==> src/rtl/aidc_lite_sched_pkg.sv <==
// Shared types and constants for the AIDC-Lite compression job sequencer.
package aidc_lite_sched_pkg;

    localparam int DEF_BLK_BYTES = 128;
    localparam int CMD_CH_W      = 8;

    typedef enum logic [1:0] {
        IDLE  = 2'd0,
        RUN   = 2'd1,
        DRAIN = 2'd2,
        DONE  = 2'd3
    } ch_state_e;

    typedef struct packed {
        logic [31:0]         src;
        logic [31:0]         dst;
        logic                mode;
        logic [CMD_CH_W-1:0] ch;
        logic                last;
    } blk_cmd_t;

endpackage

==> src/rtl/aidc_lite_rr_arb.sv <==
// Round-robin arbiter: search starts at the pointer, pointer moves past the winner.
module aidc_lite_rr_arb #(
    parameter  int N  = 4,
    localparam int IW = (N > 1) ? $clog2(N) : 1
) (
    input  logic          clk,
    input  logic          rst,
    input  logic [N-1:0]  req,
    input  logic          advance,
    output logic          grant_valid,
    output logic [N-1:0]  grant_oh,
    output logic [IW-1:0] grant_idx
);

    logic [IW-1:0] ptr;

    // Pick the first requester at or after the pointer, wrapping around.
    always_comb begin
        grant_valid = 1'b0;
        grant_oh    = '0;
        grant_idx   = '0;
        for (int off = 0; off < N; off++) begin
            for (int j = 0; j < N; j++) begin
                if (!grant_valid && req[j] && (j == (int'(ptr) + off) % N)) begin
                    grant_valid = 1'b1;
                    grant_oh[j] = 1'b1;
                    grant_idx   = IW'(j);
                end
            end
        end
    end

    // Move the pointer one past the granted requester when the grant is taken.
    always_ff @(posedge clk) begin
        if (rst) begin
            ptr <= '0;
        end else if (advance && grant_valid) begin
            if (int'(grant_idx) == N - 1) begin
                ptr <= '0;
            end else begin
                ptr <= grant_idx + IW'(1);
            end
        end
    end

endmodule

==> src/rtl/aidc_lite_comp_sched.sv <==
// Multi-channel job sequencer: splits jobs into block commands, interleaves
// them round-robin onto one registered valid/ready port and tracks completions.
module aidc_lite_comp_sched
    import aidc_lite_sched_pkg::*;
#(
    parameter  int NUM_CH    = 4,
    parameter  int BLK_BYTES = DEF_BLK_BYTES,
    parameter  int LEN_W     = 25,
    parameter  int MAX_OUT   = 4,
    parameter  int SIZE_W    = 8,
    localparam int CH_W      = (NUM_CH > 1) ? $clog2(NUM_CH) : 1
) (
    input  logic                    clk,
    input  logic                    rst,
    input  logic [NUM_CH*32-1:0]    ch_src_addr_i,
    input  logic [NUM_CH*32-1:0]    ch_dst_addr_i,
    input  logic [NUM_CH*LEN_W-1:0] ch_len_i,
    input  logic [NUM_CH-1:0]       ch_mode_i,
    input  logic [NUM_CH-1:0]       ch_start_i,
    output logic [NUM_CH-1:0]       ch_busy_o,
    output logic [NUM_CH-1:0]       ch_done_o,
    output logic [NUM_CH*32-1:0]    ch_bytes_o,
    output logic                    blk_valid_o,
    input  logic                    blk_ready_i,
    output logic [31:0]             blk_src_addr_o,
    output logic [31:0]             blk_dst_addr_o,
    output logic                    blk_mode_o,
    output logic [CH_W-1:0]         blk_ch_o,
    output logic                    blk_last_o,
    input  logic                    cmp_valid_i,
    input  logic [CH_W-1:0]         cmp_ch_i,
    input  logic [SIZE_W-1:0]       cmp_size_i,
    output logic                    err_o
);

    localparam int          OUT_W    = $clog2(MAX_OUT) + 1;
    localparam logic [31:0] BLK_STEP = 32'(BLK_BYTES);
    localparam logic [31:0] OFS_MASK = 32'(BLK_BYTES - 1);

    ch_state_e          state      [NUM_CH];
    ch_state_e          state_next [NUM_CH];
    logic [31:0]        src_cur    [NUM_CH];
    logic [31:0]        dst_cur    [NUM_CH];
    logic [31:0]        bytes      [NUM_CH];
    logic [LEN_W-1:0]   remaining  [NUM_CH];
    logic [OUT_W-1:0]   outstanding[NUM_CH];
    logic [OUT_W-1:0]   out_next   [NUM_CH];
    logic               mode_q     [NUM_CH];

    logic [NUM_CH-1:0]  pending;
    logic [NUM_CH-1:0]  acc_hit;
    logic [NUM_CH-1:0]  cmp_hit;
    logic [NUM_CH-1:0]  req;
    logic               accept;
    logic               can_issue;
    logic               err_next;

    logic               grant_valid;
    logic [NUM_CH-1:0]  grant_oh;
    logic [CH_W-1:0]    grant_idx;

    blk_cmd_t           cmd_q;
    blk_cmd_t           next_cmd;

    assign accept    = blk_valid_o && blk_ready_i;
    assign can_issue = !blk_valid_o || blk_ready_i;

    // Per-channel view of the held command, acceptances, legal completions and outstanding updates.
    always_comb begin
        err_next = cmp_valid_i;
        for (int i = 0; i < NUM_CH; i++) begin
            pending[i]  = blk_valid_o && (cmd_q.ch == CMD_CH_W'(i));
            acc_hit[i]  = accept && pending[i];
            cmp_hit[i]  = cmp_valid_i && (int'(cmp_ch_i) == i) &&
                          (state[i] == RUN || state[i] == DRAIN) &&
                          (outstanding[i] != '0);
            out_next[i] = outstanding[i] + OUT_W'(acc_hit[i]) - OUT_W'(cmp_hit[i]);
            if (cmp_hit[i]) begin
                err_next = 1'b0;
            end
        end
    end

    // Eligibility counts the command sitting in the output register so MAX_OUT is never exceeded.
    always_comb begin
        for (int i = 0; i < NUM_CH; i++) begin
            req[i] = can_issue && (state[i] == RUN) &&
                     (remaining[i] > LEN_W'(pending[i])) &&
                     ((outstanding[i] + OUT_W'(pending[i])) < OUT_W'(MAX_OUT));
        end
    end

    aidc_lite_rr_arb #(
        .N (NUM_CH)
    ) u_arb (
        .clk         (clk),
        .rst         (rst),
        .req         (req),
        .advance     (can_issue),
        .grant_valid (grant_valid),
        .grant_oh    (grant_oh),
        .grant_idx   (grant_idx)
    );

    // Build the next command, skipping past the block being accepted from the same channel.
    always_comb begin
        next_cmd    = '0;
        next_cmd.ch = CMD_CH_W'(grant_idx);
        for (int i = 0; i < NUM_CH; i++) begin
            if (grant_oh[i]) begin
                next_cmd.src  = pending[i] ? src_cur[i] + BLK_STEP : src_cur[i];
                next_cmd.dst  = pending[i] ? dst_cur[i] + BLK_STEP : dst_cur[i];
                next_cmd.mode = mode_q[i];
                next_cmd.last = pending[i] ? (remaining[i] == LEN_W'(2))
                                           : (remaining[i] == LEN_W'(1));
            end
        end
    end

    // Output command register: loads a new grant whenever empty or being accepted, else holds.
    always_ff @(posedge clk) begin
        if (rst) begin
            blk_valid_o <= 1'b0;
            cmd_q       <= '0;
        end else if (can_issue) begin
            blk_valid_o <= grant_valid;
            cmd_q       <= grant_valid ? next_cmd : '0;
        end
    end

    // Channel state register.
    always_ff @(posedge clk) begin
        if (rst) begin
            for (int i = 0; i < NUM_CH; i++) begin
                state[i] <= IDLE;
            end
        end else begin
            for (int i = 0; i < NUM_CH; i++) begin
                state[i] <= state_next[i];
            end
        end
    end

    // Channel next-state logic and the busy/done status derived from the state.
    always_comb begin
        for (int i = 0; i < NUM_CH; i++) begin
            state_next[i] = state[i];
            case (state[i])
                IDLE, DONE: begin
                    if (ch_start_i[i]) begin
                        state_next[i] = RUN;
                    end
                end
                RUN: begin
                    if (acc_hit[i] && remaining[i] == LEN_W'(1)) begin
                        state_next[i] = DRAIN;
                    end else if (remaining[i] == '0) begin
                        state_next[i] = DONE;
                    end
                end
                DRAIN: begin
                    if (out_next[i] == '0) begin
                        state_next[i] = DONE;
                    end
                end
                default: state_next[i] = IDLE;
            endcase
            ch_busy_o[i]           = (state[i] == RUN) || (state[i] == DRAIN);
            ch_done_o[i]           = (state[i] == DONE);
            ch_bytes_o[i*32 +: 32] = bytes[i];
        end
    end

    // Channel datapath: job latch on start, cursor and counter updates on acceptance and completion.
    always_ff @(posedge clk) begin
        if (rst) begin
            for (int i = 0; i < NUM_CH; i++) begin
                src_cur[i]     <= '0;
                dst_cur[i]     <= '0;
                bytes[i]       <= '0;
                remaining[i]   <= '0;
                outstanding[i] <= '0;
                mode_q[i]      <= 1'b0;
            end
        end else begin
            for (int i = 0; i < NUM_CH; i++) begin
                if ((state[i] == IDLE || state[i] == DONE) && ch_start_i[i]) begin
                    src_cur[i]     <= ch_src_addr_i[i*32 +: 32] & ~OFS_MASK;
                    dst_cur[i]     <= ch_dst_addr_i[i*32 +: 32] & ~OFS_MASK;
                    remaining[i]   <= ch_len_i[i*LEN_W +: LEN_W];
                    mode_q[i]      <= ch_mode_i[i];
                    bytes[i]       <= '0;
                    outstanding[i] <= '0;
                end else begin
                    if (acc_hit[i]) begin
                        remaining[i] <= remaining[i] - LEN_W'(1);
                        src_cur[i]   <= src_cur[i] + BLK_STEP;
                        dst_cur[i]   <= dst_cur[i] + BLK_STEP;
                    end
                    if (cmp_hit[i]) begin
                        bytes[i] <= bytes[i] + 32'(cmp_size_i);
                    end
                    outstanding[i] <= out_next[i];
                end
            end
        end
    end

    // Illegal completion pulse, one cycle after the offending strobe.
    always_ff @(posedge clk) begin
        if (rst) begin
            err_o <= 1'b0;
        end else begin
            err_o <= err_next;
        end
    end

    assign blk_src_addr_o = cmd_q.src;
    assign blk_dst_addr_o = cmd_q.dst;
    assign blk_mode_o     = cmd_q.mode;
    assign blk_ch_o       = cmd_q.ch[CH_W-1:0];
    assign blk_last_o     = cmd_q.last;

endmodule

==> config.mk <==
export PLATFORM = sky130hd
export DESIGN_NAME = aidc_lite_comp_sched
export DESIGN_NICKNAME = d
export VERILOG_FILES = /design/src/rtl/aidc_lite_sched_pkg.sv /design/src/rtl/aidc_lite_rr_arb.sv /design/src/rtl/aidc_lite_comp_sched.sv
export SDC_FILE = /design/constraint.sdc
export NUM_CORES = 2
export LEC_CHECK = 0
export ABC_AREA = 1
export CAP_MARGIN = 20
export CORE_MARGIN = 3
export CORE_UTILIZATION = 59
export DETAILED_ROUTE_END_ITERATION = 7
export GPL_ROUTABILITY_DRIVEN = 0
export GPL_TIMING_DRIVEN = 0
export PLACE_DENSITY = 0.87
export REMOVE_ABC_BUFFERS = 1
export SETUP_SLACK_MARGIN = 0.15
export SKIP_CTS_REPAIR_TIMING = 1
export SYNTH_ARGS = -nofsm -noshare
export SYNTH_HDL_FRONTEND = slang
export SYNTH_SLANG_ARGS = --single-unit
==> constraint.sdc <==
create_clock -name clk -period 7 [get_ports clk]
set_input_delay 1.4 -clock clk [delete_from_list [all_inputs] [get_ports clk]]
set_output_delay 1.4 -clock clk [all_outputs]
set_load 0.05 [all_outputs]
Word-level counts from Yosys, hierarchy flattened
Memory sizes are Yosys's and may differ from the RTL's. Index checks and enable logic that the tools add are counted.

Register bits after elaboration: 78. RAM bits: 508. Bits of input ports: 378. Output and inout port bits: 206. Word-level logic and storage cells: 468. Memories kept: 7.

Add/subtract/negate cells: 32. $lt $le $gt $ge: 8. Equality and inequality tests: 39. Mux-type cells: 195. Bitwise gates (word level): 51. Reductions and logical operators: 128.

Memory list: bytes (words 4, width 32, rd ports 4, clocked after Yosys merged registers in 0, wr ports 4, line aidc_lite_comp_sched.sv:44) `logic [31:0] bytes [NUM_CH];`; dst_cur (words 4, width 32, rd ports 4, clocked after Yosys merged registers in 0, wr ports 4, line aidc_lite_comp_sched.sv:43) `logic [31:0] dst_cur [NUM_CH];`; src_cur (words 4, width 32, rd ports 4, clocked after Yosys merged registers in 0, wr ports 4, line aidc_lite_comp_sched.sv:42) `logic [31:0] src_cur [NUM_CH];`; remaining (words 4, width 25, rd ports 4, clocked after Yosys merged registers in 0, wr ports 4, line aidc_lite_comp_sched.sv:45) `logic [LEN_W-1:0] remaining [NUM_CH];`; outstanding (words 4, width 3, rd ports 4, clocked after Yosys merged registers in 0, wr ports 4, line aidc_lite_comp_sched.sv:46) `logic [OUT_W-1:0] outstanding[NUM_CH];`; state (words 4, width 2, rd ports 4, clocked after Yosys merged registers in 0, wr ports 4, line aidc_lite_comp_sched.sv:40) `ch_state_e state [NUM_CH];`; +1 memories.

Operator list (number): two-way mux 32 bit (32); two-way mux 65 bit (4); adder 32 x 8 -> 32 bit, second input constant (8); two-way mux 25 bit (8); adder 32 x 8 -> 32 bit (4); logical NOT 32 bit (4); two-way mux 1 bit (103); equality test 25 x 1 -> 1 bit, second input constant (4); equality test 25 x 2 -> 1 bit, second input constant (4); > comparator 25 x 1 -> 1 bit (4); logical NOT 25 bit (4); subtractor 25 x 1 -> 25 bit, second input constant (4); two-way mux 74 bit (1); logical AND 1 bit (73); two-way mux 2 bit (35); bitwise OR 1 bit (48); adder 3 x 1 -> 3 bit (8); two-way mux 3 bit (8); one-hot mux 2 bit (3 select lines) (4); equality test 2 bit, second input constant (10); equality test 3 bit, first input constant (6); equality test 8 x 2 -> 1 bit, second input constant (2); logical NOT 1 bit (16); OR reduction 2 bit (7); other kinds (16) (52).

Depth between registers and ports, before layout
Depth in word-level cells: 69. Mapped depth: 28. Gate-level depth less buffers: 24.

Modules after synthesis
Synthesis repeated with hierarchy kept, for this count alone.

Cell total of the unflattened synthesis: 5105. Area total of the unflattened synthesis: 36944.2 sq um.

Modules (own cells, without submodules): aidc_lite_comp_sched (times used 1, cells each 5025, area each 36482.5 sq um, seq. area each 14634.0 sq um); aidc_lite_rr_arb (times used 1, cells each 80, area each 461.7 sq um, seq. area each 40.0 sq um).

Worst setup path before layout
OpenSTA, ideal clock, no wires.

Path kind: input -> register. From: input rst. To: memory dst_cur[2][10] (enable). Library setup time: 760 ps. Data arrival time: 3878 ps. Required time: 6240 ps. Path slack: 2362 ps. Cell stages on the path: 7. Buffers on the path: 2. Cell sequence: clkbuf_1 > inv_1 > nand2_1 > nor2_1 > nor2_1 > clkbuf_1 > nand2_1.

RTL lines: start, declared (line aidc_lite_comp_sched.sv:14) `input logic rst,`; end, declared (line aidc_lite_comp_sched.sv:43).

Worst setup path after layout
From: register blk_valid_o. To: register cmd_q, in the netlist blk_src_addr_o[11].

Longest elaborated chain between the ends: 69. Elaborated cells on any way between the ends: 116. Those cells by class: 4 x add/sub; 8 x order compare; 40 x mux; 64 x reduce/logical.

RTL lines: start, declared (line aidc_lite_comp_sched.sv:23) `output logic blk_valid_o,`; start signal, assigned (line aidc_lite_comp_sched.sv:126) `blk_valid_o <= grant_valid;`; parallel branches: the longest is 69 deep, another holds > comparator 25 x 1 -> 1 bit; end signal, assigned (line aidc_lite_comp_sched.sv:127) `cmd_q <= grant_valid ? next_cmd : '0;`; end, declared (line aidc_lite_comp_sched.sv:62) `blk_cmd_t cmd_q;`.

Parallel ways; which one is timed is not known. A chain may end at the register's enable or synchronous reset.

==> impl_metrics.tcl <==
set metrics [dict create \
    drt-initial-drc-count 3819 \
    fin_crit_ns 6.42 \
    fin_skew_ns 0.0277 \
    grt_overflow 0 \
    fp-row-count 88 \
    post-route-util_pct 73.9 \
    clk_pin_slew_ns 0.06 \
    antenna_found_initial 18 \
    clkPwrFrac_pct 19.3 \
    insertion_delay_ns 0.62 \
    core_region_area_sq_mm 0.0584 \
    synthCells 4654 \
    p_per_area_mw_per_mm2 352 \
    drive_gt1_share_pct 6.27 \
    synth-edff-count 444 \
    yosysWarnings 0 \
    nets 5552 \
    grt_pass1_wl_mm 174 \
    finalWirelength_mm 113 \
    period_share_pct 91.7 \
    drt_first_pass_iters 8 \
    hp-class "register to register" \
    hpwl_mm 83.9 \
    timing.fmax_mhz 156 \
    postSynthAreaPerCell_sq_um 7.57 \
    p_leak_nw 17.7 \
    grtUsageTotal_pct 34.8 \
    cts_sinks 510 \
    layout_commonest_cell "nand2_1" \
    floorplan.initialDensity_pct 60.4 \
    critPathLaunchType "register" \
    cts_buffer_depth 3 \
    p_comb_share_pct 47.8 \
    fp.dieH_microns 250 \
    intPower_mw 8.23 \
    tns_ns 0 \
    finalNonFillerCells 5913 \
    io_pins 584 \
    async_reset_ff_share_pct 0 \
    die_area_sq_mm 0.0627 \
    sw_frac_of_total_pct 45.8 \
    pwr-share-seq_pct 32.8 \
    grt_max_degree 77 \
    synthFlopType "edfxtp_1" \
    root_buffer "clkbuf_16" \
    place_area_sq_mm 0.0413 \
    htree_levels 2 \
    worst_ep_arrival_time_ns 6.96 \
    slew_headroom_pct 26.9 \
    hold_ws_ns 0.465 \
    cts_tree "done" \
    syn_to_final_growth_pct 22.5 \
    criticalPathCategory "register to register" \
    critPathRequiredTime_ns 7.54 \
    vias 34664 \
    avgRoutedWirePerCell_microns 19.1 \
    irDropWorstVdd_mv 0.264 \
    final_cell_area_sq_mm 0.0432 \
    cp-end-kind "register" \
    drv_cap 0 \
    maxSlewViolCount 0 \
    via_per_inst 5.86 \
    status "completed" \
    tightest_slew_ns 1.09 \
    synth_seq_area_share_pct 41.6 \
    cts_made_buffers 55 \
    crit_fanout 51 \
    power_switching_mw 6.96 \
    die_w_microns 250 \
    fill_cells 4334 \
    syn-cell-area_sq_mm 0.0352 \
    final_cell_mix "nand2_1 (1073), inv_1 (631), clkdlybuf4s50_1 (512)" \
    place_inst 5795 \
    portBuffers 513 \
    rsz0062_at_grt "no" \
    hold_viol 0 \
    setup_viol_count_final 0 \
    synthDistinctLibCells 69 \
    drc 0 \
    grt_pass1_vias 32887 \
    ys_ff_latch 510 \
    postRouteAntennaNets 0 \
]
==> sequential cells by signal (all words and copies together), names as in the netlist <==
signal / cells
state: 8
blk_last_o: 1
u_arb.ptr: 2
err_o: 1
dst_cur: 100
bytes: 128
blk_mode_o: 1
blk_src_addr_o: 25
blk_valid_o: 1
remaining: 100
mode_q: 4
blk_ch_o: 2
blk_dst_addr_o: 25
src_cur: 100
outstanding: 12
==> cells by family after synthesis <==
family / after synthesis / synth area share (%)
buffers and inverters: 849 / 9.65
other: 2 / 0.0213
DFF: 510 / 41.6
adders and majority gates: 85 / 3.19
xor gates and xnor gates: 191 / 4.75
AOI/OAI and AO/OA: 895 / 14.4
and+or+nand+nor: 2116 / 26.2
muxes: 6 / 0.174
==> path summary, 6_finish.rpt <==
path                              startpoint                               to  cells after the start  slack, ns
max                 blk_valid_o$_SDFFE_PP0N_  blk_src_addr_o[11]$_SDFFE_PP0N_                     22       0.58
min          blk_dst_addr_o[21]$_SDFFE_PP0N_  blk_dst_addr_o[21]$_SDFFE_PP0N_                      2       0.46
max reg2reg         blk_valid_o$_SDFFE_PP0N_  blk_src_addr_o[11]$_SDFFE_PP0N_                     22       0.58
min reg2reg  blk_dst_addr_o[21]$_SDFFE_PP0N_  blk_dst_addr_o[21]$_SDFFE_PP0N_                      2       0.46
==> metrics by stage <==
stage          worst slack [ns]  power, mW
4_1_cts                   0.427       15.1
3_5_place_dp              0.463       12.1
2_1_floorplan             -5.09       9.49
6_report                  0.580       15.2
3_3_place_gp             -15.67       11.8
5_1_grt                   0.240       16.0
==> layout make-up <==
cell class | count | area (sq um) | share of cell area [%]
Clock buffer | 68 | 1430 | 3.30
Antenna cell | 14 | 35.0 | 0.0812
Tap cell | 765 | 957 | 2.22
Timing Repair Buffer | 550 | 5910 | 13.7
Clock inverter | 34 | 329 | 0.763
Multi-Input combinational cell | 3319 | 17400 | 40.3
Inverter | 653 | 2450 | 5.69
Sequential cell | 510 | 14700 | 34.0
==> power groups by stage <==
| stage | Clock (mW) | Combinational [mW] | Sequential [mW] |
|---|---|---|---|
| finish | 2.94 | 7.26 | 4.99 |
| global route | 3.07 | 7.82 | 5.08 |
| CTS | 2.95 | 7.17 | 4.95 |
| detailed placement | 0 | 7.11 | 5.00 |
| global placement | 0 | 6.82 | 5.02 |
| floorplan | 0 | 3.78 | 5.71 |
==> synth_stat cells (15+ instances only) <==
cell      number  area (sq um)
a21oi_2       28           245
nor3b_1       15           113
nand2_1     1078          4050
o22ai_1       63           394
nor2_1       494          1850
nand4_1       56           350
a31oi_1       23           144
dfxtp_1       66          1320
clkbuf_1     130           488
a22o_1        20           175
or2_2         45           282
inv_1        634          2380
o211ai_1      42           315
edfxtp_1     444         13300
buf_4         25           188
inv_2         17          63.8
o21ai_1       23           115
xor2_1       165          1450
o21ai_0      318          1590
a21oi_1      317          1590
nor2_2        19           119
ha_1          77           963
nand3_2       35           350
xnor2_1       26           228
nor3_1        97           485
nand3_1      187           936
nor4_1        41           257
==> routing by layer <==
| metal | global-route usage, % | share of wire [%] | vias to the layer above |
|---|---|---|---|
| met5 | 0 | 0.050 | - |
| met2 | 57.4 | 47 | 2036 |
| met1 | 42.6 | 36 | 15919 |
| li1 | - | - | 16308 |
| met3 | 6.11 | 10 | 391 |
| met4 | 21.1 | 6.7 | 10 |
==> worst max-delay path, cell delays in order (launching register included) <==
cell and delay, ns:
dfxtp_1 0.65, nand3_2 0.81, inv_2 0.80, buf_16 0.25, ha_1 0.14, nand3_1 0.08, nor3_1 0.19, nand2_1 0.11
nand3_2 0.25, nor2_2 0.12, nor2_4 0.15, nand4_2 0.13, nor2_4 0.17, nand4_4 0.13, nor2_8 0.15, nand3_2 0.10
nand2_2 0.75, inv_4 0.47, nand2_1 0.21, nand2_1 0.14, nand3_1 0.19, nand2_1 0.11, a21oi_2 0.13
Note: power is estimated with default switching activity, not from simulation.
